### src/rtl/branch_pkg.sv
// Shared encodings for the EX-stage branch resolution logic.
package branch_pkg;

   localparam logic [2:0] BR_BEQ  = 3'd0;
   localparam logic [2:0] BR_BNE  = 3'd1;
   localparam logic [2:0] BR_BLEZ = 3'd2;
   localparam logic [2:0] BR_BGTZ = 3'd3;
   localparam logic [2:0] BR_BLTZ = 3'd4;
   localparam logic [2:0] BR_BGEZ = 3'd5;
   localparam logic [2:0] BR_J    = 3'd6;
   localparam logic [2:0] BR_JR   = 3'd7;

   typedef enum logic [1:0] {
      ST_IDLE,
      ST_REDIRECT,
      ST_FLUSH
   } state_e;

   // Wide enough to hold FLUSH_CYCLES-1 for the largest legal FLUSH_CYCLES of 7.
   localparam int CNT_W = 3;

endpackage

### src/rtl/branch_cond.sv
// Combinational branch condition and target evaluation.
module branch_cond
   import branch_pkg::*;
#(
   parameter int PC_W = 32
) (
   input  logic [2:0]      br_op,
   input  logic [PC_W-1:0] op_a,
   input  logic [PC_W-1:0] op_b,
   input  logic [PC_W-1:0] pc_plus4,
   input  logic [PC_W-1:0] br_offset,
   input  logic [25:0]     j_index,
   output logic            taken,
   output logic [PC_W-1:0] target
);

   logic            a_neg;
   logic            a_zero;
   logic [PC_W-1:0] br_target;

   assign a_neg     = op_a[PC_W-1];
   assign a_zero    = (op_a == '0);
   assign br_target = pc_plus4 + (br_offset << 2);

   always_comb begin
      taken  = 1'b0;
      target = br_target;
      case (br_op)
         BR_BEQ:  taken = (op_a == op_b);
         BR_BNE:  taken = (op_a != op_b);
         BR_BLEZ: taken = a_neg | a_zero;
         BR_BGTZ: taken = ~a_neg & ~a_zero;
         BR_BLTZ: taken = a_neg;
         BR_BGEZ: taken = ~a_neg;
         BR_J: begin
            taken  = 1'b1;
            target = {pc_plus4[PC_W-1:28], j_index, 2'b00};
         end
         BR_JR: begin
            taken  = 1'b1;
            target = op_a;
         end
         default: taken = 1'b0;
      endcase
   end

endmodule

### src/rtl/branch_resolve_unit.sv
// EX-stage control-transfer resolution: PC redirect handshake and wrong-path flush.
// Optional statistics counters are compiled in with `define BRANCH_STATS_EN.
module branch_resolve_unit
   import branch_pkg::*;
#(
   parameter int FLUSH_CYCLES = 2,
   parameter int PC_W         = 32
) (
   input  logic            Clk,
   input  logic            Reset,
   input  logic            br_valid,
   input  logic [2:0]      br_op,
   input  logic [PC_W-1:0] op_a,
   input  logic [PC_W-1:0] op_b,
   input  logic [PC_W-1:0] pc_plus4,
   input  logic [PC_W-1:0] br_offset,
   input  logic [25:0]     j_index,
   input  logic            ex_stall,
   input  logic            redirect_ready,
   output logic            redirect_valid,
   output logic [PC_W-1:0] redirect_pc,
   output logic            flush_if_id,
   output logic            flush_id_ex,
`ifdef BRANCH_STATS_EN
   output logic [31:0]     branch_count,
   output logic [31:0]     taken_count,
`endif
   output logic            busy
);

   localparam logic [CNT_W-1:0] CNT_LOAD = CNT_W'(FLUSH_CYCLES - 1);

   state_e           state_q;
   logic [CNT_W-1:0] cnt_q;
   logic [PC_W-1:0]  redirect_pc_q;
   logic             taken;
   logic [PC_W-1:0]  target;
   logic             evaluate;

   branch_cond #(.PC_W(PC_W)) u_cond (
      .br_op     (br_op),
      .op_a      (op_a),
      .op_b      (op_b),
      .pc_plus4  (pc_plus4),
      .br_offset (br_offset),
      .j_index   (j_index),
      .taken     (taken),
      .target    (target)
   );

   // Branches are only looked at in IDLE; anything seen while busy is wrong-path.
   assign evaluate = (state_q == ST_IDLE) && br_valid && !ex_stall;

   always_ff @(posedge Clk) begin
      if (Reset) begin
         state_q       <= ST_IDLE;
         cnt_q         <= '0;
         redirect_pc_q <= '0;
      end else begin
         case (state_q)
            ST_IDLE: begin
               if (evaluate && taken) begin
                  redirect_pc_q <= target;
                  state_q       <= ST_REDIRECT;
               end
            end
            ST_REDIRECT: begin
               if (redirect_ready) begin
                  if (FLUSH_CYCLES > 1) begin
                     state_q <= ST_FLUSH;
                     cnt_q   <= CNT_LOAD;
                  end else begin
                     state_q <= ST_IDLE;
                  end
               end
            end
            ST_FLUSH: begin
               if (!ex_stall) begin
                  if (cnt_q == CNT_W'(1)) begin
                     state_q <= ST_IDLE;
                     cnt_q   <= '0;
                  end else begin
                     cnt_q <= cnt_q - 1'b1;
                  end
               end
            end
            default: state_q <= ST_IDLE;
         endcase
      end
   end

   // Outputs are pure decodes of registered state.
   assign redirect_valid = (state_q == ST_REDIRECT);
   assign redirect_pc    = redirect_pc_q;
   assign flush_if_id    = (state_q != ST_IDLE);
   assign flush_id_ex    = (state_q != ST_IDLE);
   assign busy           = (state_q != ST_IDLE);

`ifdef BRANCH_STATS_EN
   logic [31:0] branch_count_q;
   logic [31:0] taken_count_q;

   always_ff @(posedge Clk) begin
      if (Reset) begin
         branch_count_q <= '0;
         taken_count_q  <= '0;
      end else if (evaluate) begin
         branch_count_q <= branch_count_q + 32'd1;
         if (taken) begin
            taken_count_q <= taken_count_q + 32'd1;
         end
      end
   end

   assign branch_count = branch_count_q;
   assign taken_count  = taken_count_q;
`endif

endmodule
### config.mk
export PLATFORM = sky130hd
export DESIGN_NAME = branch_resolve_unit
export DESIGN_NICKNAME = d
export VERILOG_FILES = /design/src/rtl/branch_pkg.sv /design/src/rtl/branch_cond.sv /design/src/rtl/branch_resolve_unit.sv
export SDC_FILE = /design/constraint.sdc
export NUM_CORES = 1
export LEC_CHECK = 0
export ABC_CLOCK_PERIOD_IN_PS = 8400
export CORE_ASPECT_RATIO = 1.1
export CORE_MARGIN = 3
export CORE_UTILIZATION = 40
export CTS_BUF_LIST = sky130_fd_sc_hd__clkbuf_4
export DETAILED_ROUTE_END_ITERATION = 8
export PLACE_DENSITY = 0.79
export RECOVER_POWER = 25
export SLEW_MARGIN = 20
export SYNTH_ARGS = -nofsm -noshare
export SYNTH_HDL_FRONTEND = slang
export SYNTH_SLANG_ARGS = --single-unit
### constraint.sdc
create_clock -name Clk -period 8.4 [get_ports Clk]
set_clock_uncertainty 0.15 [all_clocks]
set_input_delay 1.26 -clock Clk [delete_from_list [all_inputs] [get_ports Clk]]
set_output_delay 1.26 -clock Clk [all_outputs]
set_load 0.01 [all_outputs]
== After elaboration in Yosys (flattened, before gate mapping) ==
Index checks and enable logic that the tools add are counted.

* Divide/modulo/power cells: 0
* Shift-type cells: 0
* Muxes and demuxes: 11
* Bitwise gates (word level): 4
* Add/subtract/negate cells: 2
* Multipliers: 0
* Reductions and logical operators: 13
* Order comparisons: 0
* Equality and inequality tests: 16

{| class="wikitable"
|+ Operators with widths
! cell !! count
|-
| 32-bit one-hot mux with 2 select lines || 1
|-
| 32-bit adder || 1
|-
| 32-bit == test || 1
|-
| 32-bit zero test || 1
|-
| 32-bit != test || 1
|-
| 3-bit == test (second input constant) || 4
|-
| 3-bit two-way mux || 3
|-
| 2-bit two-way mux || 4
|-
| 1-bit one-hot mux with 7 select lines || 1
|-
| 3-bit by 1-bit == test with 1-bit output (second input constant) || 2
|-
| 3-bit by 2-bit == test with 1-bit output (second input constant) || 2
|-
| 2-bit != test (second input constant) || 3
|-
| 2-bit one-hot mux with 3 select lines || 1
|-
| 3-bit one-hot mux with 2 select lines || 1
|-
| 4-bit AND reduction || 1
|-
| 2-bit nonzero test || 2
|-
| 1-bit logical AND || 3
|-
| 3-bit zero test || 1
|-
| 3-bit AND reduction || 1
|-
| 3-bit by 1-bit subtractor with 3-bit output (second input constant) || 1
|-
| 2-bit by 1-bit == test with 1-bit output (second input constant) || 1
|-
| 2-bit == test (second input constant) || 1
|-
| 2-bit zero test || 1
|-
| 2-bit by 1-bit != test with 1-bit output (second input constant) || 1
|-
| other kinds (6) || 7
|}

* RAM bits: 0
* Flip-flop bits (word level): 37
* Bits in read-only memories: 0
* Input port bits: 162
* Bits in latches: 0
* Word-level logic and storage cells: 49
* Memories: 0
* Output and inout bits: 36

== Logic depth before layout (Yosys ltp) ==
Gate-level depths: netlist of run 1.

* Depth in word-level cells: 7
* Gate-level depth with buffers: 10
* Mapped depth without buffers: 10

== Cells and area by module ==
Synthesis of run 1 repeated with hierarchy kept, for this count alone.

* Cell total of the unflattened synthesis: 546
* Area total of the unflattened synthesis: 4414.2 µm²

{| class="wikitable"
|+ By module, submodules not included
! module !! times used !! sequential area each (µm²) !! area each (µm²) !! cells each
|-
| branch_cond || 1 || 0.0 || 2653.8 || 370
|-
| branch_resolve_unit || 1 || 740.7 || 1760.4 || 176
|}

== Worst setup path before layout of run 1 ==
Ideal clock, no wire load.

* Kind: input to register
* Start point: input pc_plus4[2]
* End point: register redirect_pc_q[12] (netlist: redirect_pc[12])
* Data arrival time: 3.309 ns
* Path slack: 4.870 ns
* Path buffers: 0
* Library setup time: 0.070 ns
* Data required time: 8.180 ns
* Stages: 10
* Path through: ha_1 fa_1 a211oi_2 nor4_2 or3_1 a21oi_1 xnor2_1 nor2_1 a211o_1 a21oi_1

* Longest elaborated chain between the ends: 2

{| class="wikitable"
|+ RTL lines
! what !! line !! RTL
|-
| start, declared || branch_resolve_unit.sv:15 || <nowiki>input logic [PC_W-1:0] pc_plus4,</nowiki>
|-
| 32-bit adder || branch_cond.sv:23 || <nowiki>assign br_target = pc_plus4 + (br_offset << 2);</nowiki>
|-
| 32-bit one-hot mux with 2 select lines || branch_cond.sv:28 || <nowiki>case (br_op)</nowiki>
|-
| end signal, assigned || branch_resolve_unit.sv:63 || <nowiki>redirect_pc_q <= target;</nowiki>
|-
| end, declared || branch_resolve_unit.sv:35 || <nowiki>logic [PC_W-1:0] redirect_pc_q;</nowiki>
|}

No other way between the ends.
A chain may end at the register's enable or synchronous reset.

== Final worst setup path of run 1 ==
* Start point: input op_a[27]
* End point: register redirect_pc_q[9] (netlist: redirect_pc[9])

* Longest elaborated chain between the ends: 6
* Elaborated cells on any way between the ends: 9
* Classes of those cells: 2 x eq/ne; 1 x mux; 3 x bitwise; 3 x reduce/logical

{| class="wikitable"
|+ RTL lines
! what !! line !! RTL
|-
| start, declared || branch_resolve_unit.sv:13 || <nowiki>input logic [PC_W-1:0] op_a,</nowiki>
|-
| 32-bit zero test || branch_cond.sv:22 || <nowiki>assign a_zero = (op_a == '0);</nowiki>
|-
| 1-bit NOT || branch_cond.sv:32 || <nowiki>BR_BGTZ: taken = ~a_neg & ~a_zero;</nowiki>
|-
| 1-bit AND || branch_cond.sv:32 ||
|-
| 1-bit one-hot mux with 7 select lines (*) || branch_cond.sv:28 ||
|-
| 1-bit logical AND (*) || branch_resolve_unit.sv:62 || <nowiki>if (evaluate && taken) begin</nowiki>
|-
| 2-bit AND reduction (no line) (*) || -- ||
|}

Mark *: on every way between the ends. The rest lies on a longest branch, timed or not.

==> flow_summary_export.csv, run 1 <==
group,metric,value,unit
power,power,629,µW
die,die_h,112,µm
routing,wl,15.3,mm
power,sequentialPowerShare,30.8,%
logic_synthesis,synth.area.mux_share,5.90,%
final_layout,diodes,0,
timing,hold_violations,0,
timing,worstMarginPinSlew,1.97,ns
logic_synthesis,synth_area_leaders,"dfxtp_1, xnor2_1, ha_1, a21oi_1, mux2i_1",
setup_path,critical_path_arrival,4.37,ns
logic_synthesis,synth_nets,737,
place,place_congestion,0.920,
power,p_per_area,102,mW/mm²
timing,hold-worst-slack,0.314,ns
logic_synthesis,ys.flop_type,"dfxtp_1",
routing,drt_iter0_markers,254,
setup_path,cp_common_cell,"xnor2_1",
logic_synthesis,synth_compound_area_share,28.3,%
grt,grt_usage,25.7,%
logic_synthesis,synth_top_family_by_area,"compound AO/OA/AOI/OAI gates",
setup_path,crit_fanout,32,
setup_path,reg2reg_slack,5.98,ns
grt,grt_max_degree,45,
timing,fmax,230,MHz
clock_network,ctsResizeCount,0,
place,port_buffers,195,
setup_path,r2r-end,"redirect_pc[16]$_SDFFE_PP0P_",
grt,grt_pass1_vias,4814,
logic_synthesis,ys_warn_count,0,
grt,grt_overflow,0,
logic_synthesis,synth_edf_count,0,
power,intPower,393,µW
setup_path,cpPeakStageDelay,0.60,ns
logic_synthesis,syn_area,0.00410,mm²
final_layout,drive_gt1_share,3.46,%
clock_network,cts_hold_buf,0,
die,io_pins,198,
clock_network,cts_sinks,37,
setup_path,path_cells,"clkdlybuf4s50_1 > xnor2_1 > nand4_1 > nor4_1 > nand2_1 > xnor2_1 > o311ai_4 > buf_4 > mux2i_1 > nor2_1",
grt,antenna_found_initial,0,
clock_network,numCtsBuffers,5,
grt,grt_pass1_wl,23.7,mm
setup_path,cp.required,8.42,ns
routing,firstDrtPassIters,5,
logic_synthesis,yosys.area_share.simple,21.1,%
clock_network,path_clk_slew,0.13,ns
final_layout,final_cell_count_no_fill,842,
routing,vias_per_cell,5.78,
timing,fin_crit_sh,51.7,%
setup_path,crit_type,"input port to flop",
setup_path,critPathLaunchType,"input port",
die,core-area,0.00994,mm²
job,cap_violations,1,
routing,via_count,4867,
clock_network,clockRootBuffer,"clkbuf_4",
place,post-place-ws,3.43,ns
logic_synthesis,synth.top_cell.area_share,18.1,%
die,num_rows,38,
power,p_leak,2.36,nW
clock_network,cts_setup_buffers,0,
routing,route.detailed.drc,0,
clock_network,h-tree-depth,2,
die,die_w,102,µm
power,clkPwrFrac,15.1,%
run_status,status,"finished, violations left",
routing,detail_route.wl_per_cell,18.1,µm
routing,ant_nets,0,
setup_path,r2r_cells,5,
logic_synthesis,yosysTopAreaCell,"dfxtp_1",
timing,finalSetupViolCount,0,
clock_network,clock_path_buffers,2,
worst_hold_path,worstHoldStart,"redirect_pc[1]$_SDFFE_PP0P_",
logic_synthesis,ys_ff_latch,37,
timing,relSlewSlack,-31.4,%
setup_path,critPathSlowestCell,"o311ai_4",
place,dp.cells,833,
clock_network,clock_latency,0.35,ns
timing,maxSlewViolCount,41,
worst_hold_path,hold_class,"flop to flop",
logic_synthesis,yosysMostFrequentCell,"a21oi_1",
clock_network,cts_tree,"built",
setup_path,path_delay_family,"buffers and inverters",
place,dp_hpwl,12.3,mm
power,switchingPower,236,µW
final_layout,n_fill_cell,889,
logic_synthesis,synth.distinct_cells,56,
setup_path,crit_buf_inv,2,
final_layout,area_growth,50.9,%
power,vdd_drop_max,0.0546,mV
die,start_util,41.2,%
logic_synthesis,syn_area_per_cell,7.54,µm²
worst_hold_path,min_delay_path_depth,2,
timing,period_needed,4.34,ns
final_layout,fin_area,0.00618,mm²
setup_path,r2r-start,"state_q[1]$_SDFFE_PP0P_",
place,place_area,0.00612,mm²
run_status,violations,"max-capacitance violations, max-slew violations",
logic_synthesis,seq_area_frac_synth,18.1,%
timing,setup-tns-final,0,ns
logic_synthesis,synthXorXnorAreaFrac,12.4,%
timing,grt_setup_unrepaired,"no",
worst_hold_path,whs_endpoint,"redirect_pc[1]$_SDFFE_PP0P_",
logic_synthesis,syn_inst,543,
die,die_area,0.0115,mm²
logic_synthesis,synth_common_cells,"a21oi_1, nand2_1, xnor2_1",
power,combinationalPowerShare,54.0,%
power,sw_frac_of_total,37.5,%
logic_synthesis,synthAdderAreaFrac,9.96,%
setup_path,crit_path_end_kind,"flop",
final_layout,final_nets,915,
timing,layout_setup_ws,4.06,ns
final_layout,final_util,62.2,%
logic_synthesis,async_flop_share,0,%
power by group through the flow:
stage / sequential (mW) / clock, mW / combinational (mW)
after CTS: 0.194 / 0.0952 / 0.339
final: 0.194 / 0.0951 / 0.340
after global placement: 0.197 / 0 / 0.330
after detailed placement: 0.198 / 0 / 0.336
after floorplan: 0.201 / 0 / 0.177
after global routing: 0.195 / 0.103 / 0.369
worst reg2reg max path, delay by kind of cell, from the launching register on:
family / cells / cell delay [ns]
AOI/OAI and AO/OA: 3 / 0.79
and+or+nand+nor: 1 / 0.64
DFF: 1 / 0.39
buffers and inverters: 1 / 0.36
cell type report:
cell class / instances / area, µm² / area share (%)
Sequential cell: 37 / 741 / 12.0
Clock buffer: 5 / 37.5 / 0.607
Clock inverter: 3 / 12.5 / 0.202
Tap cell: 120 / 150 / 2.43
Timing Repair Buffer: 201 / 2000 / 32.3
Inverter: 14 / 52.6 / 0.850
Multi-Input combinational cell: 462 / 3190 / 51.6
sequential cells by signal, summed over array words and instances (netlist names):
register and flops:
state_q 2, redirect_pc 32, cnt_q 3
per-layer routing:
metal  GRT usage [%]  up-vias  routed length, µm
li1                -     2347                  -
met4            4.81        0                225
met5               0        -                  0
met1            33.3     2275               6410
met3            4.16       18               1200
met2            44.6      227               7440
how the worst max path moves through the flow:
stage,start,to,slack (ns),cells past startpoint
floorplan,pc_plus4[2],redirect_pc[12]$_SDFFE_PP0P_,4.87,10
finish,op_a[27],redirect_pc[9]$_SDFFE_PP0P_,4.06,10
global placement,op_a[30],redirect_pc[10]$_SDFFE_PP0P_,3.48,10
CTS,op_a[30],redirect_pc[9]$_SDFFE_PP0P_,3.79,10
detailed placement,op_a[30],redirect_pc[9]$_SDFFE_PP0P_,3.43,10
global route,op_a[30],redirect_pc[10]$_SDFFE_PP0P_,3.97,10
cells in the final DEF, fill, tap and decap left out, drive strengths merged, types with 4 or more instances in the layout:
| master | Yosys | routed |
|---|---|---|
| buf | 7 | 6 |
| nand4 | 16 | 16 |
| mux2i | 23 | 23 |
| clkbuf | 23 | 6 |
| or3 | 4 | 4 |
| a21oi | 59 | 59 |
| ha | 31 | 31 |
| nor3 | 11 | 11 |
| xnor2 | 50 | 50 |
| xor2 | 8 | 8 |
| a21o | 14 | 14 |
| nand2 | 56 | 56 |
| o21bai | 6 | 6 |
| clkdlybuf4s50 | 0 | 178 |
| nor2 | 37 | 37 |
| nand3 | 8 | 8 |
| nor2b | 17 | 17 |
| inv | 14 | 14 |
| dfxtp | 37 | 37 |
| o211ai | 4 | 4 |
| a211oi | 19 | 19 |
| dlygate4sd3 | 0 | 16 |
| nor4 | 10 | 10 |
| a211o | 20 | 20 |
| o21ai | 25 | 25 |
| a31oi | 4 | 4 |
cells by family (layout without fill, tap and decap cells):
group | count (synthesis) | after routing
mux | 24 | 24
fa+ha+maj | 32 | 32
xor+xnor | 58 | 58
buf+inv | 44 | 223
flops | 37 | 37
compound gates | 172 | 172
simple gates | 176 | 176
(Power assumes the default switching activity.)
==> inputs of run 2 (changes only) <==
--- a/config.mk
+++ b/config.mk
@@ -5,7 +5,7 @@
 export SDC_FILE = /design/constraint.sdc
 export NUM_CORES = 1
 export LEC_CHECK = 0
-export ABC_CLOCK_PERIOD_IN_PS = 8400
+export ABC_CLOCK_PERIOD_IN_PS = 4280
 export CORE_ASPECT_RATIO = 1.1
 export CORE_MARGIN = 3
 export CORE_UTILIZATION = 40
==> constraint.sdc (replaced) <==
create_clock -name Clk -period 4.28 [get_ports Clk]
set_clock_uncertainty 0.15 [all_clocks]
set_input_delay 0.642 -clock Clk [delete_from_list [all_inputs] [get_ports Clk]]
set_output_delay 0.642 -clock Clk [all_outputs]
set_load 0.01 [all_outputs]
==> run 2 against run 1 <==
The run still ends with max-capacitance violations, max-slew violations left. Worst hold slack worse by 0.0012 ns. Clock power grew to 2.7 times the previous value. Via count is 0.92% lower. Utilization is 0.21 points higher. Cell count stayed put. Sequential power is 96% higher. Critical path type unchanged. Largest cell class unchanged. Highest routed layer unchanged.
==> flow_summary_export.csv, run 2 (synthesis results as in run 1) <==
group,metric,value,unit
setup_path,critical_path_arrival,3.58,ns
routing,drt_iter0_markers,196,
timing,finalSetupViolCount,0,
routing,vias_per_cell,5.73,
clock_network,clockRootBuffer,"clkbuf_4",
place,port_buffers,195,
grt,grt_max_degree,41,
place,dp.cells,834,
final_layout,fin_area,0.00620,mm²
power,vdd_drop_max,0.106,mV
place,dp_hpwl,12.4,mm
timing,fin_crit_sh,81.3,%
place,post-place-ws,0.467,ns
grt,grt_usage,25.4,%
setup_path,crit_buf_inv,1,
die,io_pins,198,
setup_path,critPathSlowestCell,"or4_1",
setup_path,path_cells,"clkdlybuf4s50_1 > ha_1 > fa_1 > a211oi_2 > nor4_2 > o21ai_0 > a21oi_1 > o21ai_0 > or4_1 > a311oi_1",
clock_network,h-tree-depth,2,
die,num_rows,38,
setup_path,reg2reg_slack,2.05,ns
die,start_util,41.2,%
routing,ant_nets,0,
run_status,violations,"max-capacitance violations, max-slew violations",
job,cap_violations,1,
timing,worstMarginPinSlew,1.99,ns
final_layout,most-common-layout-cells,"clkdlybuf4s50_1, a21oi_1, nand2_1, xnor2_1",
grt,grt_pass1_vias,4731,
clock_network,clock_path_buffers,2,
worst_hold_path,hold_class,"flop to flop",
clock_network,numCtsBuffers,5,
setup_path,crit_type,"input port to flop",
final_layout,diodes,0,
timing,maxSlewViolCount,41,
power,p_leak,2.38,nW
clock_network,cts_tree,"built",
timing,grt_setup_unrepaired,"no",
clock_network,cts_hold_buf,0,
clock_network,ctsResizeCount,0,
setup_path,r2r-end,"redirect_pc[28]$_SDFFE_PP0P_",
setup_path,cpPeakStageDelay,0.52,ns
setup_path,cp-startpoint,"pc_plus4[2]",
routing,detail_route.wl_per_cell,18.0,µm
die,die_w,102,µm
setup_path,cp_num_cells,10,
worst_hold_path,min_delay_path_depth,2,
routing,route.detailed.drc,0,
final_layout,final_nets,915,
final_layout,final_common_cell,"clkdlybuf4s50_1",
die,die_h,112,µm
setup_path,r2r-start,"state_q[1]$_SDFFE_PP0P_",
setup_path,r2r_cells,5,
routing,wl,15.2,mm
run_status,status,"finished, violations left",
die,die_area,0.0115,mm²
grt,grt_pass1_wl,23.3,mm
setup_path,cp.required,4.38,ns
final_layout,drive_gt1_share,3.60,%
setup_path,path_delay_family,"compound AO/OA/AOI/OAI gates",
setup_path,critPathLaunchType,"input port",
power,p_per_area,210,mW/mm²
timing,fmax,287,MHz
final_layout,largest_register_ffs,32,
clock_network,path_clk_slew,0.14,ns
setup_path,cp_common_cell,"o21ai_0",
setup_path,crit_end,"redirect_pc[30]$_SDFFE_PP0P_",
timing,period_needed,3.48,ns
clock_network,clock_latency,0.35,ns
final_layout,area_growth,51.4,%
place,place_area,0.00613,mm²
timing,layout_setup_ws,0.799,ns
timing,setup-tns-final,0,ns
grt,grt_overflow,0,
final_layout,final_cell_count_no_fill,842,
die,core-area,0.00994,mm²
timing,hold_violations,0,
clock_network,cts_setup_buffers,0,
routing,via_count,4822,
grt,antenna_found_initial,0,
clock_network,cts_sinks,37,
routing,firstDrtPassIters,5,
timing,relSlewSlack,-32.8,%
setup_path,crit_fanout,4,
place,place_congestion,0.934,
setup_path,crit_path_end_kind,"flop",
==> run 2: cell types whose count changed in the layout (fill, tap and decap cells not counted), sizes merged <==
cell	previous run	this run
clkbuf	6	7
clkinv	3	1
bufinv	0	1
dlygate4sd3	16	15
clkdlybuf4s50	178	179
==> run 2: metrics by stage <==
| stage | hold WS [ns] | power (mW) | util, % |
|---|---|---|---|
| 2_1_floorplan | 0.326 | 0.743 | - |
| 3_3_place_gp | 0.289 | 1.04 | 61.6 |
| 3_5_place_dp | 0.295 | 1.05 | 61.6 |
| 4_1_cts | 0.313 | 1.30 | 62.4 |
| 5_1_grt | 0.333 | 1.37 | 62.4 |
| 6_report | 0.312 | 1.30 | 62.4 |
==> run 2: cell type report <==
cell class | count | area [µm²]
Fill cell | 889 | 3740
Multi-Input combinational cell | 462 | 3190
Timing Repair Buffer | 201 | 1990
Sequential cell | 37 | 741
Tap cell | 120 | 150
Inverter | 14 | 52.6
Clock buffer | 6 | 45.0
Clock inverter | 2 | 33.8
==> run 2: how the worst min path moves through the flow <==
| stage | start | endpoint | slack [ns] |
|---|---|---|---|
| detailed placement | redirect_pc[25]$_SDFFE_PP0P_ | redirect_pc[25]$_SDFFE_PP0P_ | 0.29 |
| CTS | redirect_pc[25]$_SDFFE_PP0P_ | redirect_pc[25]$_SDFFE_PP0P_ | 0.31 |
| global route | redirect_pc[25]$_SDFFE_PP0P_ | redirect_pc[25]$_SDFFE_PP0P_ | 0.33 |
| floorplan | redirect_pc[25]$_SDFFE_PP0P_ | redirect_pc[25]$_SDFFE_PP0P_ | 0.33 |
| global placement | redirect_pc[1]$_SDFFE_PP0P_ | redirect_pc[1]$_SDFFE_PP0P_ | 0.29 |
| finish | redirect_pc[1]$_SDFFE_PP0P_ | redirect_pc[1]$_SDFFE_PP0P_ | 0.31 |
==> run 2: metal layers <==
layer,wire length [µm],track usage (%),up-vias
met4,275,5.69,0
met2,7340,44.1,197
met3,1180,3.67,20
li1,-,-,2358
met5,0,0,-
met1,6380,32.8,2247
==> run 2: where the power goes <==
| part | leakage [nW] | total (mW) | switching [mW] | internal [mW] |
|---|---|---|---|---|
| combinational | 2.03 | 0.663 | 0.319 | 0.343 |
| sequential | 0.301 | 0.381 | 0.0138 | 0.367 |
| clock | 0.0433 | 0.257 | 0.129 | 0.128 |
| total | 2.38 | 1.30 | 0.462 | 0.838 |
==> run 2: worst min-delay path: cells and delay by family (launching register included) <==
kind               cells  cell delay, ns
AOI/OAI and AO/OA      1            0.05
DFF                    1            0.33
and+or+nand+nor        1            0.05
==> inputs of run 3 (changes only) <==
--- a/config.mk
+++ b/config.mk
@@ -5,7 +5,7 @@
 export SDC_FILE = /design/constraint.sdc
 export NUM_CORES = 1
 export LEC_CHECK = 0
-export ABC_CLOCK_PERIOD_IN_PS = 4280
+export ABC_CLOCK_PERIOD_IN_PS = 3600
 export CORE_ASPECT_RATIO = 1.1
 export CORE_MARGIN = 3
 export CORE_UTILIZATION = 40
==> constraint.sdc (replaced) <==
create_clock -name Clk -period 3.6 [get_ports Clk]
set_clock_uncertainty 0.15 [all_clocks]
set_input_delay 0.54 -clock Clk [delete_from_list [all_inputs] [get_ports Clk]]
set_output_delay 0.54 -clock Clk [all_outputs]
set_load 0.01 [all_outputs]
==> run 3 against run 2 <==
The run still ends with max-capacitance violations, max-slew violations left. Global-route usage is 0.54 points higher. Critical path depth did not move. Clock power down 14%. Non-clock buffer count rose by 21. Power grew 15%. Wire length increased by 1.2%.
==> flow_summary_export.csv, run 3 (synthesis results as in run 1) <==
group,metric,value,unit
setup_path,critPathLaunchType,"input port",
timing,finalSetupViolCount,0,
setup_path,critical_path_arrival,3.41,ns
timing,period_needed,3.31,ns
routing,detail_route.wl_per_cell,17.8,µm
setup_path,path_delay_family,"compound AO/OA/AOI/OAI gates",
grt,grt_overflow,0,
final_layout,drive_gt1_share,6.20,%
timing,layout_setup_ws,0.292,ns
timing,relSlewSlack,-30.1,%
power,vdd_drop_max,0.127,mV
place,place_area,0.00631,mm²
grt,grt_pass1_vias,4915,
clock_network,h-tree-depth,2,
power,p_leak,2.47,nW
setup_path,cpPeakStageDelay,0.51,ns
routing,vias_per_cell,5.70,
final_layout,diodes,0,
routing,via_count,4914,
setup_path,critPathSlowestCell,"or4_1",
clock_network,cts_setup_buffers,0,
grt,grt_max_degree,41,
die,num_rows,38,
timing,fin_crit_sh,91.9,%
run_status,status,"finished, violations left",
setup_path,path_cells,"clkdlybuf4s50_1 > ha_1 > fa_1 > a211oi_2 > nor4_2 > o21ai_0 > a21oi_1 > o21ai_0 > or4_1 > a311oi_1",
place,port_buffers,195,
timing,maxSlewViolCount,41,
job,cap_violations,1,
die,core-area,0.00994,mm²
die,die_h,112,µm
setup_path,crit_fanout,4,
routing,ant_nets,0,
routing,route.detailed.drc,0,
final_layout,final_common_cell,"clkdlybuf4s50_1",
clock_network,cts_sinks,37,
worst_hold_path,hold_class,"flop to flop",
final_layout,final_nets,936,
timing,hold-worst-slack,0.310,ns
final_layout,most-common-layout-cells,"clkdlybuf4s50_1, a21oi_1, nand2_1, xnor2_1",
die,die_area,0.0115,mm²
setup_path,crit_buf_inv,1,
clock_network,cts_tree,"built",
place,dp_hpwl,12.8,mm
setup_path,cp.required,3.71,ns
routing,wl,15.4,mm
clock_network,clock_path_buffers,2,
die,die_w,102,µm
setup_path,cp_common_cell,"o21ai_0",
setup_path,crit_path_end_kind,"flop",
final_layout,area_growth,55.1,%
final_layout,n_fill_cell,906,
die,io_pins,198,
timing,grt_setup_unrepaired,"no",
final_layout,final_cell_count_no_fill,862,
final_layout,largest_register_ffs,32,
setup_path,crit_type,"input port to flop",
clock_network,ctsResizeCount,0,
power,p_per_area,235,mW/mm²
grt,grt_pass1_wl,23.9,mm
place,post-place-ws,-0.0403,ns
place,dp.cells,855,
final_layout,final_util,63.9,%
grt,grt_usage,25.9,%
clock_network,path_clk_slew,0.13,ns
timing,fmax,302,MHz
die,start_util,41.2,%
clock_network,numCtsBuffers,5,
final_layout,fin_area,0.00635,mm²
timing,worstMarginPinSlew,1.95,ns
clock_network,clockRootBuffer,"clkbuf_4",
routing,drt_iter0_markers,277,
place,place_congestion,0.926,
routing,firstDrtPassIters,5,
clock_network,cts_hold_buf,0,
clock_network,clock_latency,0.34,ns
grt,antenna_found_initial,0,
timing,hold_violations,0,
run_status,violations,"max-capacitance violations, max-slew violations",
[run 3: cell count changes in the layout (fill, tap and decap cells not counted), sizes merged]
cell and change:
buf +21, dlygate4sd3 +1, clkdlybuf4s50 -1, bufinv -1, clkinvlp +1, clkbuf -1
[run 3: metal layers]
layer	up-vias	GRT usage (%)	part of all wire (%)
met1	2247	33.4	41
met4	0	6.56	2.4
met2	239	44.4	48
li1	2395	-	-
met3	33	4.23	8.7
met5	-	0	0
[run 3: power by group]
part / switching, mW / internal, mW
registers: 0.0160 / 0.436
logic: 0.388 / 0.433
clock network: 0.151 / 0.0703
total: 0.555 / 0.939
[run 3: path summary, 6_finish.rpt]
| kind | startpoint | endpoint | slack, ns | depth (start not counted) |
|---|---|---|---|---|
| hold / removal | redirect_pc[1]$_SDFFE_PP0P_ | redirect_pc[1]$_SDFFE_PP0P_ | 0.31 | 2 |
| setup reg to reg | state_q[1]$_SDFFE_PP0P_ | redirect_pc[13]$_SDFFE_PP0P_ | 1.50 | 6 |
| setup / recovery | pc_plus4[2] | redirect_pc[30]$_SDFFE_PP0P_ | 0.29 | 10 |
| hold reg to reg | redirect_pc[1]$_SDFFE_PP0P_ | redirect_pc[1]$_SDFFE_PP0P_ | 0.31 | 2 |
[run 3: metrics by stage]
step	power, mW	TNS [ns]
finish	1.49	0
global route	1.59	0
CTS	1.50	0
detailed placement	1.28	-0.0403
global placement	1.26	0
floorplan	0.884	0
[run 3: final cells by class]
type	count	area [µm²]	share of cell area (%)
clock buffers	5	37.5	0.591
clock inverters	2	11.3	0.177
inverters	14	52.6	0.827
multi-input cells	462	3190	50.2
flip-flops and latches	37	741	11.7
well taps	120	150	2.36
repair buffers	222	2170	34.2
[run 3: worst min-delay path: stages (launching register included)]
cell and delay [ns]:
dfxtp_1 0.33, nand2_1 0.05, a21oi_1 0.05
